<file path="config.mk">
export PLATFORM = sky130hd
export DESIGN_NAME = capture_ctrl
export DESIGN_NICKNAME = d
export VERILOG_FILES = /design/src/rtl/capture_pkg.sv /design/src/rtl/capture_ctrl.sv
export SDC_FILE = /design/constraint.sdc
export NUM_CORES = 1
export LEC_CHECK = 0
export BUFFER_PORTS_ARGS = -buffer_cell sky130_fd_sc_hd__buf_4
export CAP_MARGIN = 40
export CORE_MARGIN = 8
export CORE_UTILIZATION = 55
export CTS_CLUSTER_SIZE = 10
export DETAILED_ROUTE_END_ITERATION = 6
export HOLD_SLACK_MARGIN = 0.03
export PLACE_DENSITY = 0.83
export SYNTH_ARGS = -nofsm -noshare
export SYNTH_HDL_FRONTEND = slang
export SYNTH_SLANG_ARGS = --single-unit
</file>
<file path="constraint.sdc">
create_clock -name clk -period 2.8 [get_ports clk]
set_input_delay 0.56 -clock clk [delete_from_list [all_inputs] [get_ports clk]]
set_output_delay 0.56 -clock clk [all_outputs]
set_load 0.02 [all_outputs]
</file>
<file path="src/rtl/capture_pkg.sv">
// Shared types for the scope capture controller.
// Holds the capture FSM state enum and the default RAM address width.
// No logic lives here.
package capture_pkg;

  localparam int ADDR_W_DEFAULT = 9;

  typedef enum logic [2:0] {
    S_IDLE  = 3'd0,
    S_PRE   = 3'd1,
    S_ARMED = 3'd2,
    S_POST  = 3'd3,
    S_DONE  = 3'd4
  } cap_state_t;

endpackage

</file>
<file path="src/rtl/capture_ctrl.sv">
// Capture controller: sequences circular capture-RAM writes around a trigger.
// Latency: state/status outputs registered (1 cycle); we is combinational from smpl_en.
// Backpressure: none; every smpl_en strobe while capturing is one RAM write.
//
// Ports:
//   clk, rst          - clock, synchronous active-high reset
//   run, trig_pos     - start pulse and pre-trigger sample count (latched in IDLE)
//   smpl_en           - decimator sample strobe
//   triggered         - trigger level from the trigger logic
//   done_ack          - host has consumed the buffer
//   armed             - pre-trigger region full, waiting for trigger
//   set_capture_done  - one-cycle pulse on entry to DONE (clears trigger latch)
//   capture_done      - capture complete, buffer stable
//   we, waddr         - capture RAM write port
//   trig_addr         - address of first post-trigger sample
//   busy              - controller is not idle
module capture_ctrl
  import capture_pkg::*;
#(
  parameter int ADDR_W = ADDR_W_DEFAULT
) (
  input  logic              clk,
  input  logic              rst,
  input  logic              run,
  input  logic              smpl_en,
  input  logic [ADDR_W-1:0] trig_pos,
  input  logic              triggered,
  input  logic              done_ack,
  output logic              armed,
  output logic              set_capture_done,
  output logic              capture_done,
  output logic              we,
  output logic [ADDR_W-1:0] waddr,
  output logic [ADDR_W-1:0] trig_addr,
  output logic              busy
);

  // ENTRIES expressed in the post counter's width (ADDR_W+1 bits).
  localparam logic [ADDR_W:0] ENTRIES_W = {1'b1, {ADDR_W{1'b0}}};

  cap_state_t        state_q, state_d;
  logic [ADDR_W-1:0] waddr_q, waddr_d;
  logic [ADDR_W-1:0] trig_addr_q, trig_addr_d;
  logic [ADDR_W-1:0] trig_pos_q, trig_pos_d;
  logic [ADDR_W-1:0] pre_cnt_q, pre_cnt_d;
  logic [ADDR_W:0]   post_cnt_q, post_cnt_d;
  logic              armed_q, armed_d;
  logic              set_done_q, set_done_d;
  logic              cap_done_q, cap_done_d;
  logic              busy_q, busy_d;
  logic              wr;

  // Writes happen only in the three capturing states; gated by registered state.
  assign wr = smpl_en && (state_q inside {S_PRE, S_ARMED, S_POST});

  always_comb begin
    state_d     = state_q;
    waddr_d     = waddr_q;
    trig_addr_d = trig_addr_q;
    trig_pos_d  = trig_pos_q;
    pre_cnt_d   = pre_cnt_q;
    post_cnt_d  = post_cnt_q;

    case (state_q)
      S_IDLE: begin
        if (run) begin
          trig_pos_d = trig_pos;
          waddr_d    = '0;
          pre_cnt_d  = '0;
          state_d    = (trig_pos == '0) ? S_ARMED : S_PRE;
        end
      end
      S_PRE: begin
        // triggered is deliberately ignored until the pre-trigger region is full.
        if (wr) begin
          waddr_d   = waddr_q + ADDR_W'(1);
          pre_cnt_d = pre_cnt_q + ADDR_W'(1);
          if (pre_cnt_d == trig_pos_q) state_d = S_ARMED;
        end
      end
      S_ARMED: begin
        if (wr) waddr_d = waddr_q + ADDR_W'(1);
        if (triggered) begin
          state_d     = S_POST;
          // trig_pos_q <= ENTRIES-1, so the post count is never zero.
          post_cnt_d  = ENTRIES_W - {1'b0, trig_pos_q};
          // A write in this cycle is still pre-trigger; the next address is the first post sample.
          trig_addr_d = waddr_d;
        end
      end
      S_POST: begin
        if (wr) begin
          waddr_d    = waddr_q + ADDR_W'(1);
          post_cnt_d = post_cnt_q - (ADDR_W+1)'(1);
          if (post_cnt_q == (ADDR_W+1)'(1)) state_d = S_DONE;
        end
      end
      S_DONE: begin
        if (done_ack) state_d = S_IDLE;
      end
      default: state_d = S_IDLE;
    endcase

    // Status outputs are registered copies of the next state.
    armed_d    = (state_d == S_ARMED);
    cap_done_d = (state_d == S_DONE);
    set_done_d = (state_d == S_DONE) && (state_q != S_DONE);
    busy_d     = (state_d != S_IDLE);
  end

  always_ff @(posedge clk) begin
    if (rst) begin
      state_q     <= S_IDLE;
      waddr_q     <= '0;
      trig_addr_q <= '0;
      trig_pos_q  <= '0;
      pre_cnt_q   <= '0;
      post_cnt_q  <= '0;
      armed_q     <= 1'b0;
      set_done_q  <= 1'b0;
      cap_done_q  <= 1'b0;
      busy_q      <= 1'b0;
    end else begin
      state_q     <= state_d;
      waddr_q     <= waddr_d;
      trig_addr_q <= trig_addr_d;
      trig_pos_q  <= trig_pos_d;
      pre_cnt_q   <= pre_cnt_d;
      post_cnt_q  <= post_cnt_d;
      armed_q     <= armed_d;
      set_done_q  <= set_done_d;
      cap_done_q  <= cap_done_d;
      busy_q      <= busy_d;
    end
  end

  assign armed            = armed_q;
  assign set_capture_done = set_done_q;
  assign capture_done     = cap_done_q;
  assign busy             = busy_q;
  assign we               = wr;
  assign waddr            = waddr_q;
  assign trig_addr        = trig_addr_q;

endmodule

</file>
* Word level (Yosys, flattened, before mapping) *
Cells that the tools add are included.

cells by class
  mux-type cells = 17
  magnitude comparators = 0
  shift operators = 0
  equal/unequal tests = 13
  reductions and logical operators = 15
  add/sub/neg operators = 4
  multiply operators = 0
  bitwise gates (word level) = 0
  div/mod/pow operators = 0

operators by type and width
  cell                     number
  $pmux W9 S2              2
  $mux W9                  3
  $mux W3                  7
  $mux W10                 2
  $pmux W10 S2             1
  $add A9 B1 Y9 const B    2
  $pmux W3 S5              1
  $eq A10 B1 Y1 const B    1
  $sub A10 B1 Y10 const B  1
  $sub A10 B9 Y10 const A  1
  $eq A3 B2 Y1 const B     3
  $eq A9 B9 Y1             1
  $logic_not A9 Y1         1
  $ne A2 B2 Y1 const B     4
  $eq A3 B3 Y1 const B     2
  $reduce_and A2 Y1        3
  $reduce_and A3 Y1        2
  $reduce_bool A2 Y1       3
  $reduce_bool A3 Y1       2
  $eq A3 B1 Y1 const B     1
  $logic_not A3 Y1         1
  $ne A3 B3 Y1 const B     1
  $reduce_or A3 Y1         1
  $logic_and A1 B1 Y1      2
  $mux W2                  1

word-level totals
  output and inout bits = 23
  bits in latches = 0
  logic and storage cells = 59
  RAM bits = 0
  memories kept = 0
  register bits after elaboration = 53
  input port bits = 15
  bits in read-only memories = 0

* Logic depth before layout (Yosys ltp) *
Gate-level depths: netlist of run 1.

  depth after elaboration = 7
  mapped depth = 9
  gate-level depth less buffers = 8

* Worst setup path before layout of run 1 *
OpenSTA, ideal clock, no wires.

  path kind = register to register
  start = register trig_pos_q[0]
  end = register post_cnt_q[8]
  path buffers = 0
  data arrival time = 1.698 ns
  data required time = 2.672 ns
  setup slack = 0.975 ns
  setup time = 0.128 ns
  clock period less this slack = 1.825 ns
  stages on the path, launching flop included = 9
  cells stage by stage = dfxtp_1 inv_1 ha_1 or3b_2 nor4b_2 xor2_1 o22ai_1 a22oi_1 nor2_1

between the ends
  longest elaborated chain between the ends = 3

ends and longest elaborated chain
  element                 line                 source
  from (decl)             capture_ctrl.sv:44   logic [ADDR_W-1:0] trig_pos_q, trig_pos_d;
  from (signal assigned)  capture_ctrl.sv:127  trig_pos_q <= trig_pos_d;
  $sub A10 B9 Y10         capture_ctrl.sv:86   post_cnt_d = ENTRIES_W - {1'b0, trig_pos_q};
  $mux W10                capture_ctrl.sv:83   if (triggered) begin
  $pmux W10 S2            capture_ctrl.sv:64   case (state_q)
  to (signal assigned)    capture_ctrl.sv:129  post_cnt_q <= post_cnt_d;
  to (decl)               capture_ctrl.sv:46   logic [ADDR_W:0] post_cnt_q, post_cnt_d;

No other way between the ends. The select of a mux whose other input is x is not followed.
A chain may end at the register's enable or synchronous reset.

* Final worst setup path of run 1 *
  start = register state_q[1]
  end = output port we

between the ends
  longest elaborated chain between the ends = 3
  elaborated cells on any way between the ends = 5
  classes of those cells = 3 x eq/ne; 2 x reduce/logical

ends and longest elaborated chain
  element                                              line                 source
  from (decl)                                          capture_ctrl.sv:41   cap_state_t state_q, state_d;
  from (signal assigned)                               capture_ctrl.sv:124  state_q <= state_d;
  $eq A3 B1 Y1 / $eq A3 B2 Y1 (equally long branches)  capture_ctrl.sv:54   assign wr = smpl_en && (state_q inside {S_PRE, S_ARMED, S_POST});
  $reduce_bool A3 Y1 (*)                               capture_ctrl.sv:54
  $logic_and A1 B1 Y1 (*)                              capture_ctrl.sv:54
  to (decl)                                            capture_ctrl.sv:32   output logic we,

Every way passes the cells marked *; elsewhere a longest branch is shown, timed or not.

==> flow_metrics.py, run 1 <==
metrics = {
    "die": {
        "dieWidth_microns": 88.10,
        "start_util_pct": 56.34,
        "num_rows": 26,
        "dieArea_sq_mm": 0.007762,
        "core_sq_mm": 0.005075,
        "die_y_microns": 88.10,
        "ioPinCount": 38,
    },
    "timing": {
        "fin_crit_ns": 2.137,
        "rsz0062_at_grt": "false",
        "clock_skew_ns": 0.01103,
        "setup_viol": 0,
        "drv_slew": 0,
        "slew_headroom_pct": 63.88,
        "setup_tns_ns": 0,
        "fin_crit_sh_pct": 76.33,
        "hold_violations": 0,
        "fmax_ghz": 0.4679,
        "worst_pin_slew_ns": 0.5418,
    },
    "pwr": {
        "leakage_nw": 1.237,
        "p_per_area_mw_per_mm2": 534.5,
        "ir_drop_v": 0.0002876,
    },
    "grt": {
        "grt_pass1_wl_microns": 11230,
        "grt_max_degree": 55,
        "met1_usage_pct": 22.00,
        "gr-usage-met3_pct": 3.471,
        "grt_pass1_vias": 2420,
        "grt_use_met2_pct": 30.57,
        "grt.total_usage_pct": 17.90,
        "top_usage_layer": "met2",
        "antenna_found_initial": 0,
        "overflow": 0,
    },
    "setup_path": {
        "cp_cell_sequence": "o21ba_2 > nand2_1 > inv_1 > buf_4",
        "timing.rr.start": "trig_pos_q[0]",
        "ff2ff_setup_slack_ns": 0.78,
        "r2r_end": "post_cnt_q[8]",
        "startpoint_type": "flop",
        "end_kind": "primary output",
        "r2r_cells": 8,
        "worstPathMaxFanout": 9,
        "worstPathArrival_ns": 1.58,
        "crit_type": "flop to primary output",
        "cpPeakStageDelay_ns": 0.53,
        "crit_slowest_cell": "dfxtp_1",
        "cp_data_required_time_ns": 2.24,
    },
    "placed_design": {
        "placed_cells": 457,
        "gp_congestion": 0.9568,
        "portBuffers": 37,
        "dp_hpwl_microns": 5024,
    },
    "synthesis": {
        "yosys_warnings": 0,
        "ys_types": 50,
        "ys.flop_type": "dfxtp_1",
        "synth_commonest_cells": "dfxtp_1 (53), nand2_1 (44), nor2_1 (43), a21oi_1 (35), o21ai_0 (26)",
        "synth_top_area_cell": "dfxtp_1",
        "synth.area.top_cells": "dfxtp_1 (37%), a21oi_1 (6.1%), nand2_1 (5.8%), nor2_1 (5.6%), xnor2_1 (5.5%)",
        "netlist_instances": 367,
        "synth_edf_count": 0,
        "synth_seq_cells": 53,
        "yosysMostFrequentCell": "dfxtp_1",
        "yosysTopAreaCellShare_pct": 37.11,
        "ys_async_sr_fraction_pct": 0,
        "yosysSeqAreaShare_pct": 37.11,
        "avgSynthCellArea_sq_um": 7.790,
        "syn_nets": 387,
        "syn-cell-area_sq_mm": 0.002859,
    },
    "run": {
        "drv_cap": 0,
    },
    "detailed_routing": {
        "via_per_inst": 5.718,
        "wl_per_cell_microns": 14.77,
        "drtIter0Drc": 235,
        "num_vias": 2659,
        "firstDrtPassIters": 5,
        "drc": 0,
        "wirelength_microns": 6867,
        "drtAntennaViolNets": 0,
    },
    "clock_tree": {
        "cts_inserted_buffers": 5,
        "postCtsSetupBuffers": 0,
        "path_clk_slew_ns": 0.10,
        "tritoncts": "built",
        "cts-resized-gates": 0,
        "ctsLongestPathBuffers": 2,
        "clock-sinks": 53,
        "hold_buffers": 0,
        "htree_levels": 2,
        "root_buffer": "clkbuf_8",
        "insertion_delay_ns": 0.31,
    },
    "worst_hold_path": {
        "worstHoldPathCells": 2,
        "hold_start": "post_cnt_q[6]",
        "hold_class": "flop to flop",
        "min_to": "post_cnt_q[6]",
    },
    "cells_and_area": {
        "nNetsFinal": 414,
        "finalNonFillerCells": 465,
        "area_delta_synth_final_pct": 15.27,
        "n_antenna_cell": 0,
        "drive_gt1_share_pct": 15.70,
    },
    "outcome": {
        "status": "finished clean",
    },
}
-- layout make-up --
| cell class | count | area [sq um] |
|---|---|---|
| Clock buffer | 7 | 86.33 |
| Clock inverter | 1 | 30.03 |
| Fill cell | 462 | 1779 |
| Inverter | 9 | 33.78 |
| Multi-Input combinational cell | 284 | 1689 |
| Sequential cell | 53 | 1061 |
| Tap cell | 70 | 87.58 |
| Timing Repair Buffer | 41 | 307.8 |
-- logic make-up (layout without fill, tap and decap cells) --
logic type               Yosys count  after routing  synth area share (%)
AND/OR/NAND/NOR                  151            151                 26.43
buffers and inverters             30             58                 4.201
AO/OA/AOI/OAI                     98             98                 20.79
flip-flops                        53             53                 37.11
multiplexers                       2              2                0.7002
adder cells (fa/ha/maj)            5              5                 2.188
XOR/XNOR                          28             28                 8.577
-- critical path, delay by kind of cell (launching register included) --
kind	cells	cell delay, ns
buffers and inverters	2	0.36
flip-flops	1	0.53
AND/OR/NAND/NOR	1	0.15
AO/OA/AOI/OAI	1	0.23
-- worst max-delay path by stage --
stage | from | end | slack, ns | depth (start not counted)
floorplan | trig_pos_q[0] | post_cnt_q[8] | 0.97 | 8
global placement | trig_pos_q[0] | post_cnt_q[8] | 0.83 | 8
detailed placement | trig_pos_q[0] | post_cnt_q[8] | 0.81 | 8
CTS | state_q[1] | we | 0.66 | 4
global route | state_q[1] | we | 0.52 | 4
finish | state_q[1] | we | 0.66 | 4
-- metal layers --
metal	part of all wire, %	up-vias	routed length [microns]
li1	-	1360	-
met1	46	1213	3176
met2	48	74	3292
met3	4.2	12	287
met4	1.6	0	110
met5	0	-	0
-- where the power goes --
part | switching (mW) | internal (mW) | total, mW | leakage [nW]
clock network | 0.248 | 0.292 | 0.540 | 0.0585
registers | 0.0484 | 0.785 | 0.833 | 0.429
logic | 0.231 | 0.158 | 0.389 | 0.750
total | 0.527 | 1.23 | 1.76 | 1.24
-- metrics by stage --
step                total power [mW]  cell area [sq um]  worst slack [ns]  hold WS, ns  util [%]
finish                         1.762               3296            0.6629       0.4917     64.94
global route                   1.856               3296            0.5246       0.4964     64.94
CTS                            1.767               3296            0.6609       0.4952     64.94
detailed placement             1.235               3179            0.8066       0.4821     62.65
global placement               1.228               3179            0.8296       0.4698     62.65
floorplan                      1.125               2859            0.9748       0.4536         -
-- state kept, by name, indices dropped and copies added (netlist names) --
register and flops:
post_cnt_q 10, waddr 9, busy 1, pre_cnt_q 9, capture_done 1, state_q 3
trig_pos_q 9, armed 1, set_capture_done 1, trig_addr 9
-- cell usage in the layout (no fill, tap or decap), types with 3 or more instances in the layout --
| cell type | synthesis | routed |
|---|---|---|
| nor2_1 | 43 | 43 |
| dfxtp_1 | 53 | 53 |
| buf_4 | 0 | 41 |
| or3_1 | 5 | 5 |
| xnor2_1 | 18 | 18 |
| a211oi_1 | 12 | 12 |
| a311oi_1 | 4 | 4 |
| a21oi_1 | 35 | 35 |
| xor2_1 | 10 | 10 |
| nor3_1 | 10 | 9 |
| ha_1 | 5 | 5 |
| clkbuf_8 | 0 | 6 |
| o21ai_0 | 26 | 26 |
| and3_1 | 5 | 5 |
| nand4_1 | 3 | 3 |
| nand3_1 | 13 | 13 |
| nand2_1 | 44 | 44 |
| nand3b_1 | 4 | 4 |
| nor4_1 | 7 | 7 |
| a22oi_1 | 4 | 4 |
| inv_1 | 8 | 8 |
Power figures use the tool's default switching activity.
==> run 2, diff against run 1 <==
- clock period: 2.8 -> 2.1 ns (I/O delays scaled with it)
==> run 2 against run 1 <==
  * Via count up 2.8%
  * Sequential share of layout area down 0.18 points
  * Global-route usage up 0.54 points
==> flow_metrics.py, run 2 (synthesis results as in run 1) <==
metrics = {
    "outcome": {
        "status": "finished clean",
    },
    "placed_design": {
        "dp_slack_ns": 0.08626,
        "placed_cells": 462,
        "portBuffers": 37,
        "gp_congestion": 0.8686,
        "dp_hpwl_microns": 5016,
    },
    "timing": {
        "drv_slew": 0,
        "clock_skew_ns": 0.009440,
        "hold_violations": 0,
        "worst_pin_slew_ns": 0.5659,
        "worst_slack_ns": 0.09882,
        "slew_headroom_pct": 62.27,
        "fmax_ghz": 0.4997,
        "setup_viol": 0,
        "fin_crit_sh_pct": 95.29,
        "setup_tns_ns": 0,
        "fin_crit_ns": 2.001,
        "rsz0062_at_grt": "false",
    },
    "setup_path": {
        "worstPathMaxFanout": 8,
        "ff2ff_setup_slack_ns": 0.1,
        "cp_data_required_time_ns": 1.68,
        "cpPeakStageDelay_ns": 0.50,
        "crit_slowest_cell": "dfxtp_1",
        "startpoint_type": "flop",
        "end_kind": "primary output",
        "cp_cell_sequence": "o21ba_2 > nand2_1 > inv_1 > buf_4",
        "crit_type": "flop to primary output",
        "worstPathArrival_ns": 1.58,
    },
    "clock_tree": {
        "htree_levels": 2,
        "clock-sinks": 53,
        "cts_inserted_buffers": 5,
        "ctsLongestPathBuffers": 2,
        "path_clk_slew_ns": 0.09,
        "insertion_delay_ns": 0.31,
        "root_buffer": "clkbuf_8",
        "tritoncts": "built",
        "hold_buffers": 0,
    },
    "cells_and_area": {
        "largest_reg_flops": 10,
        "nNetsFinal": 419,
        "finalNonFillerCells": 469,
        "n_antenna_cell": 0,
        "final_common_cell": "dfxtp_1",
        "layout_common_cells": "dfxtp_1 (51), buf_4 (46), nand2_1 (44), nor2_1 (43), a21oi_1 (35)",
        "largest_register": "post_cnt_q",
        "n_fill_cell": 456,
        "drive_gt1_share_pct": 17.29,
        "area_delta_synth_final_pct": 16.19,
    },
    "grt": {
        "grt_pass1_wl_microns": 11410,
        "overflow": 0,
        "antenna_found_initial": 0,
        "grt_max_degree": 55,
        "grt_pass1_vias": 2438,
        "grt.total_usage_pct": 18.44,
    },
    "detailed_routing": {
        "drtIter0Drc": 235,
        "num_vias": 2734,
        "drc": 0,
        "firstDrtPassIters": 6,
        "wl_per_cell_microns": 15.00,
        "drtAntennaViolNets": 0,
        "wirelength_microns": 7037,
        "via_per_inst": 5.829,
    },
    "die": {
        "num_rows": 26,
        "start_util_pct": 56.34,
        "dieArea_sq_mm": 0.007762,
        "die_y_microns": 88.10,
        "core_sq_mm": 0.005075,
        "ioPinCount": 38,
        "dieWidth_microns": 88.10,
    },
    "worst_hold_path": {
        "hold_class": "primary input to flop",
    },
    "pwr": {
        "ir_drop_v": 0.0003444,
        "p_per_area_mw_per_mm2": 680.1,
        "finalPower_mw": 2.259,
        "leakage_nw": 1.259,
    },
    "run": {
        "drv_cap": 0,
    },
}
==> run 2: path summary, 6_finish.rpt <==
check                                    from       endpoint  cells after the start
worst max-delay path               state_q[2]             we                      4
worst min-delay path              trig_pos[5]  trig_pos_q[5]                      3
worst max register to register  post_cnt_q[4]           busy                      6
worst min register to register   trig_addr[8]   trig_addr[8]                      2
==> run 2: through the flow <==
stage	area, sq um	hold slack [ns]	util (%)
3_3_place_gp	3217	0.4704	63.39
4_1_cts	3303	0.3505	65.09
6_report	3322	0.3614	65.46
2_1_floorplan	2859	0.4536	-
3_5_place_dp	3217	0.4851	63.39
5_1_grt	3322	0.3563	65.46
==> run 2: final cells by class <==
cell class	instances	area, sq um	share of cell area (%)
multi-input combinational	284	1705	51.34
sequential	53	1064	32.02
timing repair buffer	46	345.3	10.40
tap	70	87.58	2.637
clock buffer	7	86.33	2.599
inverter	9	33.78	1.017
==> run 2: timing repair <==
action | in CTS | in global routing
hold endpoints to repair | 0 | 0
setup endpoints to repair | 0 | 2
gates resized for setup | 0 | 5
setup buffers | 0 | 0
==> run 2: critical path, delay by kind of cell (launching register included) <==
| kind | cells | cell delay, ns |
|---|---|---|
| AO/OA/AOI/OAI | 1 | 0.23 |
| buffers and inverters | 2 | 0.35 |
| flip-flops | 1 | 0.50 |
| AND/OR/NAND/NOR | 1 | 0.18 |
==> run 2: where the power goes <==
group          switching (mW)  internal [mW]  total, mW
logic                   0.327          0.229      0.556
registers              0.0614           1.05       1.11
clock network           0.332          0.263      0.594
==> run 2: per-layer routing <==
metal	vias up	GRT usage, %	part of all wire, %
met1	1289	22.97	45
met2	75	31.19	49
met3	4	3.659	4.9
met5	-	0	0
met4	0	5.376	0.72
li1	1366	-	-
==> run 3, diff against run 2 <==
- ABC_CLOCK_PERIOD_IN_PS: unset -> 2100
- CTS_BUF_LIST: unset -> sky130_fd_sc_hd__clkbuf_4
- GPL_ROUTABILITY_DRIVEN: unset -> 0
==> run 3 against run 2 <==
  * Core utilization shrank 0.76 points
  * Final area shrank 1.2%
  * Clock power shrank 26%
  * Power shrank 7.0%
  * Clock-buffer cell count shrank 1
  * Sequential cell count is the same
  * Critical endpoint is now busy
==> flow_metrics.py, run 3 (synthesis results as in run 1) <==
metrics = {
    "setup_path": {
        "r2r_cells": 6,
        "end_kind": "flop",
        "cp_data_required_time_ns": 2.33,
        "worstPathArrival_ns": 2.23,
        "ff2ff_setup_slack_ns": 0.09,
        "r2r_end": "busy",
        "worstPathMaxFanout": 6,
        "crit_type": "flop to flop",
        "startpoint_type": "flop",
        "timing.rr.start": "post_cnt_q[4]",
    },
    "cells_and_area": {
        "final_common_cell": "dfxtp_1",
        "largest_reg_flops": 10,
        "largest_register": "post_cnt_q",
        "layout_common_cells": "dfxtp_1 (50), buf_4 (46), nand2_1 (44), nor2_1 (43), a21oi_1 (35)",
        "nNetsFinal": 419,
        "final_util_pct": 64.69,
        "drive_gt1_share_pct": 17.79,
        "area_delta_synth_final_pct": 14.84,
        "n_antenna_cell": 0,
    },
    "timing": {
        "clock_skew_ns": 0.01603,
        "fin_crit_ns": 2.007,
        "slew_headroom_pct": 62.47,
        "worst_pin_slew_ns": 0.5629,
        "rsz0062_at_grt": "false",
        "setup_viol": 0,
        "fin_crit_sh_pct": 95.56,
        "setup_tns_ns": 0,
        "hold_violations": 0,
        "fmax_ghz": 0.4983,
        "drv_slew": 0,
    },
    "grt": {
        "overflow": 0,
        "grt_pass1_vias": 2429,
        "grt_max_degree": 55,
        "grt.total_usage_pct": 18.01,
        "grt_pass1_wl_microns": 11300,
        "antenna_found_initial": 0,
    },
    "detailed_routing": {
        "drc": 0,
        "drtIter0Drc": 278,
        "firstDrtPassIters": 5,
        "wirelength_microns": 6931,
        "drtAntennaViolNets": 0,
        "via_per_inst": 5.785,
        "wl_per_cell_microns": 14.78,
        "num_vias": 2713,
    },
    "pwr": {
        "ir_drop_v": 0.0003630,
        "leakage_nw": 1.242,
        "p_per_area_mw_per_mm2": 639.7,
    },
    "clock_tree": {
        "clock-sinks": 53,
        "cts_inserted_buffers": 5,
        "root_buffer": "clkbuf_4",
        "insertion_delay_ns": 0.36,
        "ctsLongestPathBuffers": 2,
        "postCtsSetupBuffers": 0,
        "tritoncts": "built",
        "htree_levels": 2,
        "path_clk_slew_ns": 0.15,
    },
    "die": {
        "dieArea_sq_mm": 0.007762,
        "die_y_microns": 88.10,
        "ioPinCount": 38,
        "start_util_pct": 56.34,
        "num_rows": 26,
        "core_sq_mm": 0.005075,
        "dieWidth_microns": 88.10,
    },
    "worst_hold_path": {
        "hold_start": "trig_pos[1]",
        "hold_class": "primary input to flop",
        "min_to": "trig_pos_q[1]",
        "worstHoldPathCells": 3,
    },
    "outcome": {
        "status": "finished clean",
    },
    "placed_design": {
        "portBuffers": 37,
        "dp_hpwl_microns": 5016,
    },
    "run": {
        "drv_cap": 0,
    },
}
-- run 3: changes by cell type in the layout (fill, tap and decap cells not counted), sizes merged --
cell / before / now
clkinv: 0 / 1
clkbuf: 7 / 6
-- run 3: power by group --
part	total [mW]	internal [mW]	leakage, nW	switching, mW
clock	0.438	0.136	0.0292	0.303
sequential	1.11	1.05	0.430	0.0617
combinational	0.551	0.226	0.783	0.325
-- run 3: metrics by stage --
stage	total power [mW]	hold WS, ns	instances	area (sq um)	worst slack (ns)
after global routing	2.226	0.2819	469	3283	0.006122
after floorplan	1.500	0.4536	367	2859	0.2748
after CTS	2.102	0.2888	469	3266	0.004617
final	2.100	0.2958	469	3283	0.09315
after detailed placement	1.664	0.4851	462	3217	0.08626
after global placement	1.649	0.4704	462	3217	0.2343
-- run 3: routing by layer --
metal | routed length [microns] | GRT usage, % | vias to the layer above
met1 | 3136 | 23.03 | 1247
li1 | - | - | 1368
met4 | 57 | 4.762 | 0
met3 | 357 | 2.814 | 5
met5 | 0 | 0 | -
met2 | 3380 | 30.51 | 93
-- run 3: area by class of cell --
| type | instances | area (sq um) |
|---|---|---|
| Fill cell | 467 | 1792 |
| Multi-Input combinational cell | 284 | 1703 |
| Sequential cell | 53 | 1065 |
| Timing Repair Buffer | 46 | 345.3 |
| Tap cell | 70 | 87.58 |
| Clock buffer | 6 | 45.04 |
| Inverter | 9 | 33.78 |
| Clock inverter | 1 | 3.754 |
-- run 3: repair_timing --
item | 4_1_cts | 5_1_grt
gates resized for setup | 0 | 6
setup endpoints to repair | 0 | 2
hold buffers | 0 | 0
-- run 3: how the worst max path moves through the flow --
stage / from / endpoint / depth (start not counted)
final: post_cnt_q[4] / busy / 6
after CTS: state_q[1] / we / 4
after global placement: trig_pos_q[1] / post_cnt_q[8] / 8
after floorplan: trig_pos_q[0] / post_cnt_q[8] / 8
after global routing: trig_pos_q[1] / post_cnt_q[8] / 8
after detailed placement: trig_pos_q[1] / post_cnt_q[8] / 8
-- run 3: worst max-delay path, stage by stage, from the launching register on --
cell and delay [ns]:
dfxtp_1 0.39, or3_4 0.42, or3_4 0.38, nor4_4 0.30, o21ai_1 0.11, nand2_1 0.13, a41oi_1 0.14
